<file path="src/rtl/bitonic_sort_scheduler.sv">
// bitonic_sort_scheduler: round-robin front end that shares one pipelined
// bitonic sorter between NUM_REQ requesters. The sorter has no valid/stall,
// so a {valid,id} shadow pipe rides alongside it. Results land in a credit-
// protected FIFO and leave in issue order.
module bitonic_sort_scheduler #(
   parameter int SINGLE_WAY_WIDTH_IN_BITS = 4,
   parameter int NUM_WAY                  = 16,
   parameter int NUM_REQ                  = 4,
   parameter int SORT_LATENCY             = 3,
   parameter int FIFO_DEPTH               = 4,
   parameter int ID_WIDTH                 = 2
) (
   input  logic                                                clk_in,
   input  logic                                                reset_n_in,
   input  logic [NUM_REQ-1:0]                                  req_valid_in,
   input  logic [NUM_REQ*SINGLE_WAY_WIDTH_IN_BITS*NUM_WAY-1:0] req_data_flatted_in,
   output logic [NUM_REQ-1:0]                                  req_ready_out,
   output logic                                                sorter_reset_out,
   output logic [SINGLE_WAY_WIDTH_IN_BITS*NUM_WAY-1:0]         sorter_pre_sort_flatted_out,
   input  logic [SINGLE_WAY_WIDTH_IN_BITS*NUM_WAY-1:0]         sorter_post_sort_flatted_in,
   output logic                                                resp_valid_out,
   output logic [SINGLE_WAY_WIDTH_IN_BITS*NUM_WAY-1:0]         resp_data_flatted_out,
   output logic [ID_WIDTH-1:0]                                 resp_id_out,
   input  logic                                                resp_ready_in,
   output logic                                                busy_out
);

   localparam int VW  = SINGLE_WAY_WIDTH_IN_BITS * NUM_WAY;
   localparam int RRW = $clog2(NUM_REQ);
   localparam int PW  = $clog2(FIFO_DEPTH);
   localparam int OCW = $clog2(FIFO_DEPTH + 1);

   typedef struct packed {
      logic [ID_WIDTH-1:0] id;
      logic [VW-1:0]       data;
   } resp_t;

   logic [NUM_REQ-1:0][VW-1:0]       req_data;
   logic [RRW-1:0]                   rr_ptr;
   logic [RRW-1:0]                   grant_idx;
   logic [RRW-1:0]                   scan_idx;
   logic                             grant_any;
   logic                             can_issue;
   logic                             issue;
   logic                             pop;
   logic [OCW-1:0]                   outstanding;
   logic [SORT_LATENCY:1]            vld_pipe;
   logic [SORT_LATENCY:1][ID_WIDTH-1:0] id_pipe;
   resp_t                            fifo_mem [FIFO_DEPTH];
   resp_t                            head;
   logic [PW-1:0]                    wr_ptr;
   logic [PW-1:0]                    rd_ptr;
   logic [OCW-1:0]                   fifo_cnt;
   logic                             fifo_wr;
   logic                             fifo_full;

   function automatic logic [PW-1:0] ptr_inc(input logic [PW-1:0] p);
      return (p == PW'(FIFO_DEPTH - 1)) ? '0 : p + 1'b1;
   endfunction

   assign req_data         = req_data_flatted_in;
   assign sorter_reset_out = ~reset_n_in;

   // FIFO status and head
   assign resp_valid_out        = (fifo_cnt != '0);
   assign fifo_full             = (fifo_cnt == OCW'(FIFO_DEPTH));
   assign fifo_wr               = vld_pipe[SORT_LATENCY];
   assign pop                   = resp_valid_out & resp_ready_in;
   assign head                  = fifo_mem[rd_ptr];
   assign resp_data_flatted_out = resp_valid_out ? head.data : '0;
   assign resp_id_out           = resp_valid_out ? head.id : '0;
   assign busy_out              = (outstanding != '0);

   // a same-cycle pop hands its credit straight to a new issue
   assign can_issue = (int'(outstanding) - int'(pop)) < FIFO_DEPTH;
   assign issue     = reset_n_in & grant_any & can_issue;

   // round-robin scan: walk from farthest to nearest so the nearest valid wins
   always_comb begin
      grant_any = 1'b0;
      grant_idx = '0;
      scan_idx  = '0;
      for (int i = NUM_REQ; i >= 1; i--) begin
         scan_idx = RRW'((int'(rr_ptr) + i) % NUM_REQ);
         if (req_valid_in[scan_idx]) begin
            grant_any = 1'b1;
            grant_idx = scan_idx;
         end
      end
   end

   // grant and sorter drive; sorter input is forced to zero when idle
   always_comb begin
      req_ready_out               = '0;
      sorter_pre_sort_flatted_out = '0;
      if (issue) begin
         req_ready_out               = NUM_REQ'(1) << grant_idx;
         sorter_pre_sort_flatted_out = req_data[grant_idx];
      end
   end

   // priority pointer moves to the winner only on an actual transfer
   always_ff @(posedge clk_in or negedge reset_n_in) begin
      if (!reset_n_in)  rr_ptr <= RRW'(NUM_REQ - 1);
      else if (issue)   rr_ptr <= grant_idx;
   end

   // shadow pipe marks which sorter stages hold live data and who owns them
   always_ff @(posedge clk_in or negedge reset_n_in) begin
      if (!reset_n_in) begin
         vld_pipe <= '0;
         id_pipe  <= '0;
      end else begin
         vld_pipe[1] <= issue;
         id_pipe[1]  <= ID_WIDTH'(grant_idx);
         for (int s = 2; s <= SORT_LATENCY; s++) begin
            vld_pipe[s] <= vld_pipe[s-1];
            id_pipe[s]  <= id_pipe[s-1];
         end
      end
   end

   // FIFO pointers and occupancy
   always_ff @(posedge clk_in or negedge reset_n_in) begin
      if (!reset_n_in) begin
         wr_ptr   <= '0;
         rd_ptr   <= '0;
         fifo_cnt <= '0;
      end else begin
         if (fifo_wr) wr_ptr <= ptr_inc(wr_ptr);
         if (pop)     rd_ptr <= ptr_inc(rd_ptr);
         fifo_cnt <= fifo_cnt + OCW'(fifo_wr) - OCW'(pop);
      end
   end

   // FIFO storage; contents are masked at the output so no reset is needed
   always_ff @(posedge clk_in) begin
      if (fifo_wr) fifo_mem[wr_ptr] <= {id_pipe[SORT_LATENCY], sorter_post_sort_flatted_in};
   end

   // credits held = in flight + queued
   always_ff @(posedge clk_in or negedge reset_n_in) begin
      if (!reset_n_in) outstanding <= '0;
      else             outstanding <= outstanding + OCW'(issue) - OCW'(pop);
   end

   // credits must make a write into a full FIFO impossible
   assert property (@(posedge clk_in) disable iff (!reset_n_in)
                    !(fifo_wr && fifo_full && !pop));
   assert property (@(posedge clk_in) disable iff (!reset_n_in)
                    int'(outstanding) <= FIFO_DEPTH);

endmodule

</file>
<file path="config.mk">
export PLATFORM = sky130hd
export DESIGN_NAME = bitonic_sort_scheduler
export DESIGN_NICKNAME = d
export VERILOG_FILES = /design/src/rtl/bitonic_sort_scheduler.sv
export SDC_FILE = /design/constraint.sdc
export NUM_CORES = 1
export LEC_CHECK = 0
export ABC_AREA = 1
export BUFFER_PORTS_ARGS = -buffer_cell sky130_fd_sc_hd__buf_4
export CAP_MARGIN = 20
export CORE_ASPECT_RATIO = 1.2
export CORE_MARGIN = 5
export CORE_UTILIZATION = 43
export CTS_BUF_LIST = sky130_fd_sc_hd__clkbuf_2 sky130_fd_sc_hd__clkbuf_4 sky130_fd_sc_hd__clkbuf_8
export CTS_CLUSTER_SIZE = 10
export DETAILED_ROUTE_END_ITERATION = 10
export PLACE_DENSITY = 0.69
export SYNTH_ARGS = -nofsm -noshare
export SYNTH_HDL_FRONTEND = slang
export SYNTH_SLANG_ARGS = --single-unit
</file>
<file path="constraint.sdc">
create_clock -name clk_in -period 3.3 [get_ports clk_in]
set_clock_uncertainty 0.1 [all_clocks]
set_input_delay 0.66 -clock clk_in [delete_from_list [all_inputs] [get_ports clk_in]]
set_output_delay 0.66 -clock clk_in [all_outputs]
set_load 0.01 [all_outputs]
</file>
# ---- Word level (Yosys, flattened, before mapping)
# Memory sizes are Yosys's and may differ from the RTL's.
# Index checks and enable logic that the tools add are counted.
# W data, S select, Z words.
dict set report totals {
  elab_cells 62
  mem_bits_rw 264
  output_inout_bits 137
  ff_bits 21
  input_bits 327
  n_memories 1
}
# name words word_bits rd rd_clocked_by_memory_dff write_ports line
set mem_list {}
lappend mem_list {fifo_mem 4 66 1 0 1 49} ;# resp_t fifo_mem [FIFO_DEPTH];
dict set report op_classes {
  n_eq_ne 2
  magnitude_cmp 6
  reduce_logical 2
  n_addsub 11
  shift 1
  mux 26
  bitwise 4
}
# op n
set ops {}
lappend ops {{$mux W64} 3}
lappend ops {{$bmux W64 S2} 1}
lappend ops {{$lt A2 B3 Y1 const B} 5}
lappend ops {{$mux W2} 7}
lappend ops {{$mux W1} 10}
lappend ops {{$add A2 B1 Y2 const B} 4}
lappend ops {{$bmux W1 S2} 4}
lappend ops {{$add A3 B1 Y3} 2}
lappend ops {{$reduce_bool A3 Y1} 2}
lappend ops {{$sub A3 B1 Y3} 2}
lappend ops {{$add A2 B2 Y2 const B} 2}
lappend ops {{$eq A2 B2 Y1 const B} 2}
lappend ops {{$lt A4 B4 Y1 const B} 1}
lappend ops {{$mux W4} 1}
lappend ops {{$shl A1 B2 Y4 const A} 1}
lappend ops {{$sub A3 B1 Y4} 1}
lappend ops {{$and A1 B1 Y1} 3}
lappend ops {{$not A1 Y1} 1}

# ---- Longest topological paths before layout
# Gate-level depths: netlist of run 1.
dict set report logic_depth {
  word_depth 11
  ltp_mapped 16
  depth_no_buf 13
}

# ---- Worst setup path after synthesis of run 1
# Ideal clock, no wire load.
dict set report synth_path {
  path_type {register to output}
  from {register fifo_cnt[1]}
  to {output port sorter_pre_sort_flatted_out[19]}
  t_required_ps 2540
  t_arrival_ps 2243
  path_slack_ps 297
  n_path_buf 2
  path_stages_with_launch 13
  cell_sequence {dfrtp_1 > nor3_1 > inv_1 > nand2_1 > inv_1 > ha_1 > a21oi_1 > o21ai_0 > nor2_2 > inv_1 > buf_4 > buf_2 > a21oi_1}
}
dict set report synth_between {
  elab_chain_len 6
}
# element line
set synth_rtl {}
lappend synth_rtl {{start: declaration} 53} ;# logic [OCW-1:0] fifo_cnt;
lappend synth_rtl {{start signal: assignment} 132} ;# fifo_cnt <= fifo_cnt + OCW'(fifo_wr) - OCW'(pop);
lappend synth_rtl {{$reduce_bool A3 Y1} 65} ;# assign resp_valid_out = (fifo_cnt != '0);
lappend synth_rtl {{net resp_valid_out} 21} ;# output logic resp_valid_out,
lappend synth_rtl {{$and A1 B1 Y1} 68} ;# assign pop = resp_valid_out & resp_ready_in;
lappend synth_rtl {{$sub A3 B1 Y4} 75} ;# assign can_issue = (int'(outstanding) - int'(pop)) < FIFO_DEPTH;
lappend synth_rtl {{$lt A4 B4 Y1} 75}
lappend synth_rtl {{$and A1 B1 Y1} 76} ;# assign issue = reset_n_in & grant_any & can_issue;
lappend synth_rtl {{net issue} 44} ;# logic issue;
lappend synth_rtl {{$mux W64} 96} ;# if (issue) begin
lappend synth_rtl {{end: declaration} 19} ;# output logic [SINGLE_WAY_WIDTH_IN_BITS*NUM_WAY-1:0] sorter_pre_sort_flatted_out,
# The timed path passes the listed nets, and every way through them passes these cells.

# ---- Final worst setup path of run 1
dict set report layout_path {
  from {register rr_ptr[0]}
  to {output port sorter_pre_sort_flatted_out[19]}
}
dict set report layout_between {
  elab_chain_len 10
  elab_cells_between_ends 25
  classes_between {add/sub: 4; mux: 19; bitwise: 2}
}
# element line
set layout_rtl {}
lappend layout_rtl {{start: declaration} 39} ;# logic [RRW-1:0] rr_ptr;
lappend layout_rtl {{start signal: assignment} 104} ;# if (!reset_n_in) rr_ptr <= RRW'(NUM_REQ - 1);
lappend layout_rtl {{start signal: assignment} 105} ;# else if (issue) rr_ptr <= grant_idx;
lappend layout_rtl {{$add A2 B1 Y2} 84} ;# scan_idx = RRW'((int'(rr_ptr) + i) % NUM_REQ);
lappend layout_rtl {{$bmux W1 S2} 85} ;# if (req_valid_in[scan_idx]) begin
lappend layout_rtl {{$mux W1 (implied by the code)} 85}
lappend layout_rtl {{$mux W2 or $mux W1 (tied branches) (4 in a row)} 85}
lappend layout_rtl {{$bmux W64 S2 or $and A1 B1 Y1 (tied branches)} {98, 76}}
lappend layout_rtl {{$mux W64 (implied by the code) or $and A1 B1 Y1 (tied branches)} {98, 76}}
lappend layout_rtl {{$mux W64 (*)} 96}
# Mark *: on every way between the ends. The rest lies on a longest branch, timed or not. The select of a mux whose other input is x is not followed.

==> results.sh, run 1 <==
export IMPL_status="finished with violations"
export IMPL_failed_checks="negative setup slack"
export IMPL_hp_class="in -> async"
export IMPL_worst_slack_ps=-261
export IMPL_power_leakage_nw=9.06
export IMPL_routed_wirelength_um=55100
export IMPL_cap_viol_max_count=0
export IMPL_min_period_over_period=1.08
export IMPL_report_final_slew_viol_count=0
export IMPL_cell_internal_pwr_mw=13.1
export IMPL_globalplace_congestion=0.980
export IMPL_sequential_cell_area_sq_mm=0.00846
export IMPL_yosysTopAreaCellShare=0.536
export IMPL_syn_area_sq_mm=0.0148
export IMPL_area_growth_syn_to_layout_pct=43.0
export IMPL_dieArea_sq_mm=0.0382
export IMPL_cts_htree_levels=2
export IMPL_synthesis_instances=1564
export IMPL_area_share_of_xor_xnor_cells_in_the_synthesized_design=0.00178
export IMPL_mostFrequentLayoutCell="sky130_fd_sc_hd__buf_4"
export IMPL_comb_power_share=0.698
export IMPL_criticalPathCategory="reg -> out"
export IMPL_synth_top_area_cell="sky130_fd_sc_hd__edfxtp_1"
export IMPL_layout_drive_gt1_share=0.414
export IMPL_yosys_warnings=0
export IMPL_starting_density_of_the_core=0.434
export IMPL_nFillCells=2913
export IMPL_critical_path_max_fanout=7
export IMPL_muxShareOfSynthArea=0
export IMPL_post_cts_hold_buffer_count=0
export IMPL_coreArea_sq_mm=0.0341
export IMPL_synth_yosys_seq_area_share=0.571
export IMPL_overflow=0
export IMPL_first_global_vias=13100
export IMPL_timing_setup_tns_ps=-11780
export IMPL_worst_setup_path_start_kind="flip-flop"
export IMPL_fin_crit_ps=3560
export IMPL_cts_clk_slew_worst_paths_ps=60
export IMPL_ant_nets=0
export IMPL_synth_seq_cells=285
export IMPL_post_synth_cell_area_avg_sq_um=9.46
export IMPL_timing_critical_path_required_ps=2540
export IMPL_post_synth_fa_ha_maj_area_fraction=0.0129
export IMPL_synth_cell_types=32
export IMPL_count_of_flip_flops_with_a_built_in_enable_after_synthesis=264
export IMPL_max_slew_margin=0.382
export IMPL_synthSimpleGateAreaFrac=0.247
export IMPL_port_buffers=463
export IMPL_worstMarginPinSlew_ps=927
export IMPL_worst_endpoint_arrival_ps=2800
export IMPL_yosys_top_cells_area="sky130_fd_sc_hd__edfxtp_1 (54%), sky130_fd_sc_hd__nand2_1 (8.8%), sky130_fd_sc_hd__nor2_1 (6.8%)"
export IMPL_dominantRegCellSynth="sky130_fd_sc_hd__edfxtp_1"
export IMPL_p_per_area_mw_per_mm2=1150
export IMPL_share_of_the_synthesized_area_in_compound_gates_ao_oa_aoi_oai=0.108
export IMPL_fin_hold_viols=0
export IMPL_post_dp_hpwl_um=35600
export IMPL_total_clock_sinks=285
export IMPL_grt_first_pass_wirelength_um=77700
export IMPL_utilization=0.621
export IMPL_rsz0062_at_grt="yes"
export IMPL_area_used_by_multi_input_combinational_logic_sq_mm=0.00597
export IMPL_rows=74
export IMPL_max_freq_ghz=0.281
export IMPL_power_switching_fraction=0.461
export IMPL_drt_first_iter_violations=775
export IMPL_post_place_ws_ps=-104
export IMPL_grt_total_usage=0.268
export IMPL_route_vias_total=13500
export IMPL_finalSetupViolations=66
export IMPL_dr_pass1_iters=6
export IMPL_clkPwrFrac=0.097
export IMPL_share_of_power_burned_in_registers=0.206
export IMPL_synth_nets=1905
export IMPL_grt_antenna_before_repair=8
export IMPL_io_pins=464
export IMPL_die_h_um=213
export IMPL_mostFrequentLayoutCells="sky130_fd_sc_hd__buf_4 (483), sky130_fd_sc_hd__nor2_1 (268), sky130_fd_sc_hd__nand2_1 (267), sky130_fd_sc_hd__edfxtp_1 (264), sky130_fd_sc_hd__nand3_1 (144)"
export IMPL_cts_tree="done"
export IMPL_routedWlPerCell_um=21.8
export IMPL_irDropWorstVdd_uv=666
export IMPL_die_span_in_x_um=179
export IMPL_insertion_delay_ps=520
export IMPL_grt_start_max_net_pins=105
export IMPL_async_flop_share=0.0737
export IMPL_net_switching_power_mw=11.3
export IMPL_drc=0
export IMPL_clock_tree_buffer_depth=3
export IMPL_fin_nets=2396
export IMPL_routed_via_count_divided_by_cell_count=5.34
export IMPL_combinational_family_with_the_most_area_after_synthesis="simple AND/OR/NAND/NOR gates"
export IMPL_cts_buffers_inserted=39
export IMPL_cp_end_kind="output port"
export IMPL_root_buffer_selected_by_cts="sky130_fd_sc_hd__clkbuf_8"
[kinds of logic (layout without fill, tap and decap cells)]
family | Yosys count | after routing
compound gates | 274 | 274
xor+xnor | 3 | 3
fa+ha+maj | 14 | 14
buf+inv | 152 | 661
flops | 285 | 285
other cells | 0 | 4
simple gates | 836 | 836
[metal layers]
| metal | part of all wire | vias to the layer above | track usage |
|---|---|---|---|
| li1 | - | 6315 | - |
| met1 | 0.37 | 6489 | 0.334 |
| met2 | 0.49 | 600 | 0.450 |
| met3 | 0.098 | 111 | 0.0800 |
| met4 | 0.035 | 8 | 0.0862 |
| met5 | 0.00074 | - | 0 |
[cell usage after synthesis (18+ instances only)]
master and n:
sky130_fd_sc_hd__nand3_2 38, sky130_fd_sc_hd__nor2_1 269, sky130_fd_sc_hd__clkbuf_1 43, sky130_fd_sc_hd__nand2_1 348, sky130_fd_sc_hd__a21oi_2 58, sky130_fd_sc_hd__nand3_1 160, sky130_fd_sc_hd__buf_2 26, sky130_fd_sc_hd__edfxtp_1 264
sky130_fd_sc_hd__inv_1 29, sky130_fd_sc_hd__buf_4 18, sky130_fd_sc_hd__a21oi_1 73, sky130_fd_sc_hd__o21ai_0 141, sky130_fd_sc_hd__dfrtp_1 19
[worst max-delay path, stage by stage, from the launching register on]
cell	delay (ps)
sky130_fd_sc_hd__dfstp_2	560
sky130_fd_sc_hd__buf_12	150
sky130_fd_sc_hd__nand2_4	50
sky130_fd_sc_hd__nand2_4	100
sky130_fd_sc_hd__nand2_4	50
sky130_fd_sc_hd__nand2_2	80
sky130_fd_sc_hd__nand2_4	70
sky130_fd_sc_hd__nand3_4	90
sky130_fd_sc_hd__buf_12	110
sky130_fd_sc_hd__buf_12	120
sky130_fd_sc_hd__buf_12	130
sky130_fd_sc_hd__buf_16	150
sky130_fd_sc_hd__nand3_4	70
sky130_fd_sc_hd__nand2_2	80
sky130_fd_sc_hd__nand2_2	60
sky130_fd_sc_hd__a21oi_4	230
sky130_fd_sc_hd__buf_6	140
[repair_timing]
| item | 4_1_cts | 5_1_grt |
|---|---|---|
| cloned | 15 | 10 |
| pin swaps | 46 | 49 |
| gates resized for setup | 129 | 78 |
| endpoints found under the setup margin | 68 | 81 |
| buffers inserted | 33 | 8 |
[registers in the layout, indices dropped and copies added (netlist names)]
signal / cells
fifo_cnt: 3
id_pipe: 6
rd_ptr: 2
fifo_mem: 264
outstanding: 3
wr_ptr: 2
vld_pipe: 3
rr_ptr: 2
[through the flow]
step                cell area [sq um]  power, mW  cells  hold WS, ps
global placement                18700       18.2   2407          232
finish                          21200       24.4   2533         23.7
global route                    21200       25.9   2533         34.6
CTS                             20600       23.4   2513         8.66
floorplan                       14800       13.6   1564          231
detailed placement              18700       18.4   2407          236
[layout make-up]
cell class / instances / area share
Sequential cell: 285 / 0.400
Multi-Input combinational cell: 1127 / 0.282
Timing Repair Buffer: 569 / 0.252
Clock buffer: 49 / 0.0289
Tap cell: 456 / 0.0270
Inverter: 33 / 0.00727
Clock inverter: 10 / 0.00195
Antenna cell: 4 / 0.000473
[final timing paths]
check | from | end | slack, ps | depth (start not counted)
worst min register to register | vld_pipe[2] | vld_pipe[3] | 250 | 0
min in group clk_in | sorter_post_sort_flatted_in[4] | fifo_mem[3][4] | 230 | 1
worst min-delay path | reset_n_in | id_pipe[0] | 20 | 2
worst max register to register | rr_ptr[0] | outstanding[1] | 740 | 10
max in group asynchronous | reset_n_in | rr_ptr[0] | 2800 | 2
worst max-delay path | rr_ptr[0] | sorter_pre_sort_flatted_out[19] | -260 | 16
[power by group through the flow]
stage	Sequential (mW)	Clock, mW	Combinational, mW
2_1_floorplan	4.99	0	8.61
3_3_place_gp	5.07	0	13.2
3_5_place_dp	5.10	0	13.3
4_1_cts	5.01	2.42	15.9
5_1_grt	5.07	2.58	18.2
6_report	5.02	2.36	17.0
Note: power is estimated with default switching activity, not from simulation.
==> run 2, diff against run 1 <==
==> constraint.sdc (replaced) <==
create_clock -name clk_in -period 3.3 [get_ports clk_in]
set_clock_uncertainty 0.1 [all_clocks]
set_input_delay 0.165 -clock clk_in [delete_from_list [all_inputs] [get_ports clk_in]]
set_output_delay 0.165 -clock clk_in [all_outputs]
set_load 0.01 [all_outputs]
==> run 2 against run 1 <==
  * The run now ends clean
  * Non-clock buffer count is 7 higher
  * Combinational power is 17% lower
  * Global-route usage is 1.2 points lower
  * Maximum frequency is 13% higher
  * Sequential cell count stayed put
  * Die area stayed put
  * Final area is 3.8% lower
  * First-iteration DRC count is 37% higher
  * Count of clock-buffer cells in the layout is 1 lower
  * Critical path depth is 2 lower
  * Via count is 0.77% lower
  * Critical path type unchanged
==> results.sh, run 2 (synthesized netlist as in run 1, its figures left out) <==
export IMPL_routed_wirelength_um=53000
export IMPL_r2r_slack_ps=680
export IMPL_insertion_delay_ps=510
export IMPL_worst_slack_ps=139
export IMPL_drt_first_iter_violations=1063
export IMPL_die_h_um=213
export IMPL_max_freq_ghz=0.316
export IMPL_grt_start_max_net_pins=135
export IMPL_criticalPathCategory="reg -> out"
export IMPL_cts_clk_slew_worst_paths_ps=60
export IMPL_worst_path_max_delay_cell="sky130_fd_sc_hd__dfstp_2"
export IMPL_worst_setup_path_start_kind="flip-flop"
export IMPL_clkPwrFrac=0.116
export IMPL_mostFrequentLayoutCells="sky130_fd_sc_hd__buf_4 (479), sky130_fd_sc_hd__nand2_1 (347), sky130_fd_sc_hd__nor2_1 (269), sky130_fd_sc_hd__edfxtp_1 (264), sky130_fd_sc_hd__nand3_1 (160)"
export IMPL_max_slew_margin=0.373
export IMPL_p_per_area_mw_per_mm2=1060
export IMPL_share_of_power_burned_in_registers=0.230
export IMPL_starting_density_of_the_core=0.434
export IMPL_rows=74
export IMPL_cell_internal_pwr_mw=11.3
export IMPL_first_global_vias=13100
export IMPL_utilization=0.597
export IMPL_root_buffer_selected_by_cts="sky130_fd_sc_hd__clkbuf_8"
export IMPL_critical_path_max_fanout=22
export IMPL_timing_critical_path_cells="inv_6 -> nand2_2 -> nand3_1 -> nand2_1 -> inv_2 -> nand2_4 -> nand2_8 -> nand2_8 -> buf_16 -> nand3_1 -> nand2_2 -> nand2_1 -> a21oi_2 -> buf_4"
export IMPL_grt_antenna_before_repair=10
export IMPL_timing_setup_tns_ps=0
export IMPL_max_ffs_per_register=264
export IMPL_min_period_over_period=0.958
export IMPL_drc=0
export IMPL_overflow=0
export IMPL_power_leakage_nw=8.69
export IMPL_fin_hold_viols=0
export IMPL_area_growth_syn_to_layout_pct=37.6
export IMPL_power_switching_fraction=0.476
export IMPL_timing_critical_path_slowest_cell_delay_ps=660
export IMPL_cts_buffers_inserted=39
export IMPL_post_dp_hpwl_um=35200
export IMPL_route_vias_total=13400
export IMPL_die_span_in_x_um=179
export IMPL_fin_crit_ps=3160
export IMPL_mostFrequentLayoutCell="sky130_fd_sc_hd__buf_4"
export IMPL_cp_end_kind="output port"
export IMPL_r2r_cells=14
export IMPL_total_clock_sinks=285
export IMPL_timing_rr_end="outstanding[1]"
export IMPL_nFillCells=2975
export IMPL_irDropWorstVdd_uv=772
export IMPL_grt_total_usage=0.256
export IMPL_coreArea_sq_mm=0.0341
export IMPL_clock_tree_buffer_depth=3
export IMPL_globalplace_congestion=1.01
export IMPL_cts_htree_levels=2
export IMPL_critical_path_reg2reg_startpoint="fifo_cnt[1]"
export IMPL_layout_drive_gt1_share=0.334
export IMPL_port_buffers=463
export IMPL_hp_class="in -> async"
export IMPL_dr_pass1_iters=5
export IMPL_report_final_slew_viol_count=0
export IMPL_status="complete, no violations"
export IMPL_post_place_ws_ps=466
export IMPL_reg_largest_list="fifo_mem x264, id_pipe x6"
export IMPL_p_total_mw=21.6
export IMPL_routedWlPerCell_um=20.7
export IMPL_routed_via_count_divided_by_cell_count=5.25
export IMPL_cts_tree="done"
export IMPL_net_switching_power_mw=10.3
export IMPL_worstMarginPinSlew_ps=941
export IMPL_ant_nets=0
export IMPL_fin_nets=2406
export IMPL_worst_endpoint_arrival_ps=2900
export IMPL_grt_first_pass_wirelength_um=75300
export IMPL_cap_viol_max_count=0
export IMPL_max_flop_register="fifo_mem"
export IMPL_io_pins=464
export IMPL_dieArea_sq_mm=0.0382
export IMPL_comb_power_share=0.654
export IMPL_timing_critical_path_required_ps=3030
export IMPL_finalSetupViolations=0
export IMPL_final_layout_worst_hold_slack_ps=64.0
[run 2: cell types whose count changed in the layout (fill, tap and decap cells not counted), moves of 17 or more]
cell	before	now
sky130_fd_sc_hd__nand2_4	21	4
sky130_fd_sc_hd__nand2_2	74	12
sky130_fd_sc_hd__dlygate4sd3_1	0	67
sky130_fd_sc_hd__buf_12	32	15
sky130_fd_sc_hd__nand2_1	267	347
sky130_fd_sc_hd__buf_6	23	4
[run 2: worst max path at each step]
stage | start | end | slack (ps) | cells after the start
finish | rr_ptr[0] | sorter_pre_sort_flatted_out[18] | 140 | 14
floorplan | fifo_cnt[1] | outstanding[2] | 730 | 12
global route | rr_ptr[0] | sorter_pre_sort_flatted_out[44] | -40 | 12
detailed placement | rr_ptr[0] | sorter_pre_sort_flatted_out[27] | 470 | 14
global placement | rr_ptr[0] | sorter_pre_sort_flatted_out[27] | 540 | 14
CTS | fifo_cnt[1] | req_ready_out[0] | 20 | 12
[run 2: power groups by stage]
stage | logic, mW | registers [mW] | clock network (mW)
3_5_place_dp | 12.9 | 5.04 | 0
2_1_floorplan | 8.61 | 4.99 | 0
6_report | 14.1 | 4.96 | 2.51
4_1_cts | 13.2 | 4.96 | 2.57
5_1_grt | 15.3 | 5.02 | 2.75
3_3_place_gp | 12.7 | 5.01 | 0
[run 2: repair_timing]
action / in CTS / in global routing
buffers inserted: 0 / 11
hold buffers: 67 / 0
gates resized for setup: 5 / 16
setup endpoints to repair: 44 / 65
endpoints found under the hold margin: 279 / 0
cloned: 1 / 10
pin swaps: 0 / 4
[run 2: per-stage QoR]
stage / std cells / instance area (sq um)
CTS: 2527 / 20000
global placement: 2391 / 18500
floorplan: 1564 / 14800
detailed placement: 2391 / 18500
finish: 2556 / 20400
global route: 2550 / 20300
[run 2: metal layers]
metal	track usage	wire length (um)
met1	0.330	20300
met2	0.419	25500
met3	0.0800	5710
met4	0.0715	1450
met5	0	59
[run 2: worst max-delay path: cells and delay by family (launching register included)]
family	cells	cell delay, ps
compound gates	1	120
buf+inv	4	510
flops	1	660
simple gates	9	1050
[run 2: cell type report]
type | count | area, sq um | area share
sequential | 285 | 8460 | 0.416
multi-input combinational | 1130 | 5560 | 0.273
timing repair buffer | 576 | 4890 | 0.240
clock buffer | 48 | 617 | 0.0303
tap | 456 | 571 | 0.0280
inverter | 33 | 133 | 0.00652
clock inverter | 20 | 109 | 0.00535
antenna | 8 | 20.0 | 0.000983
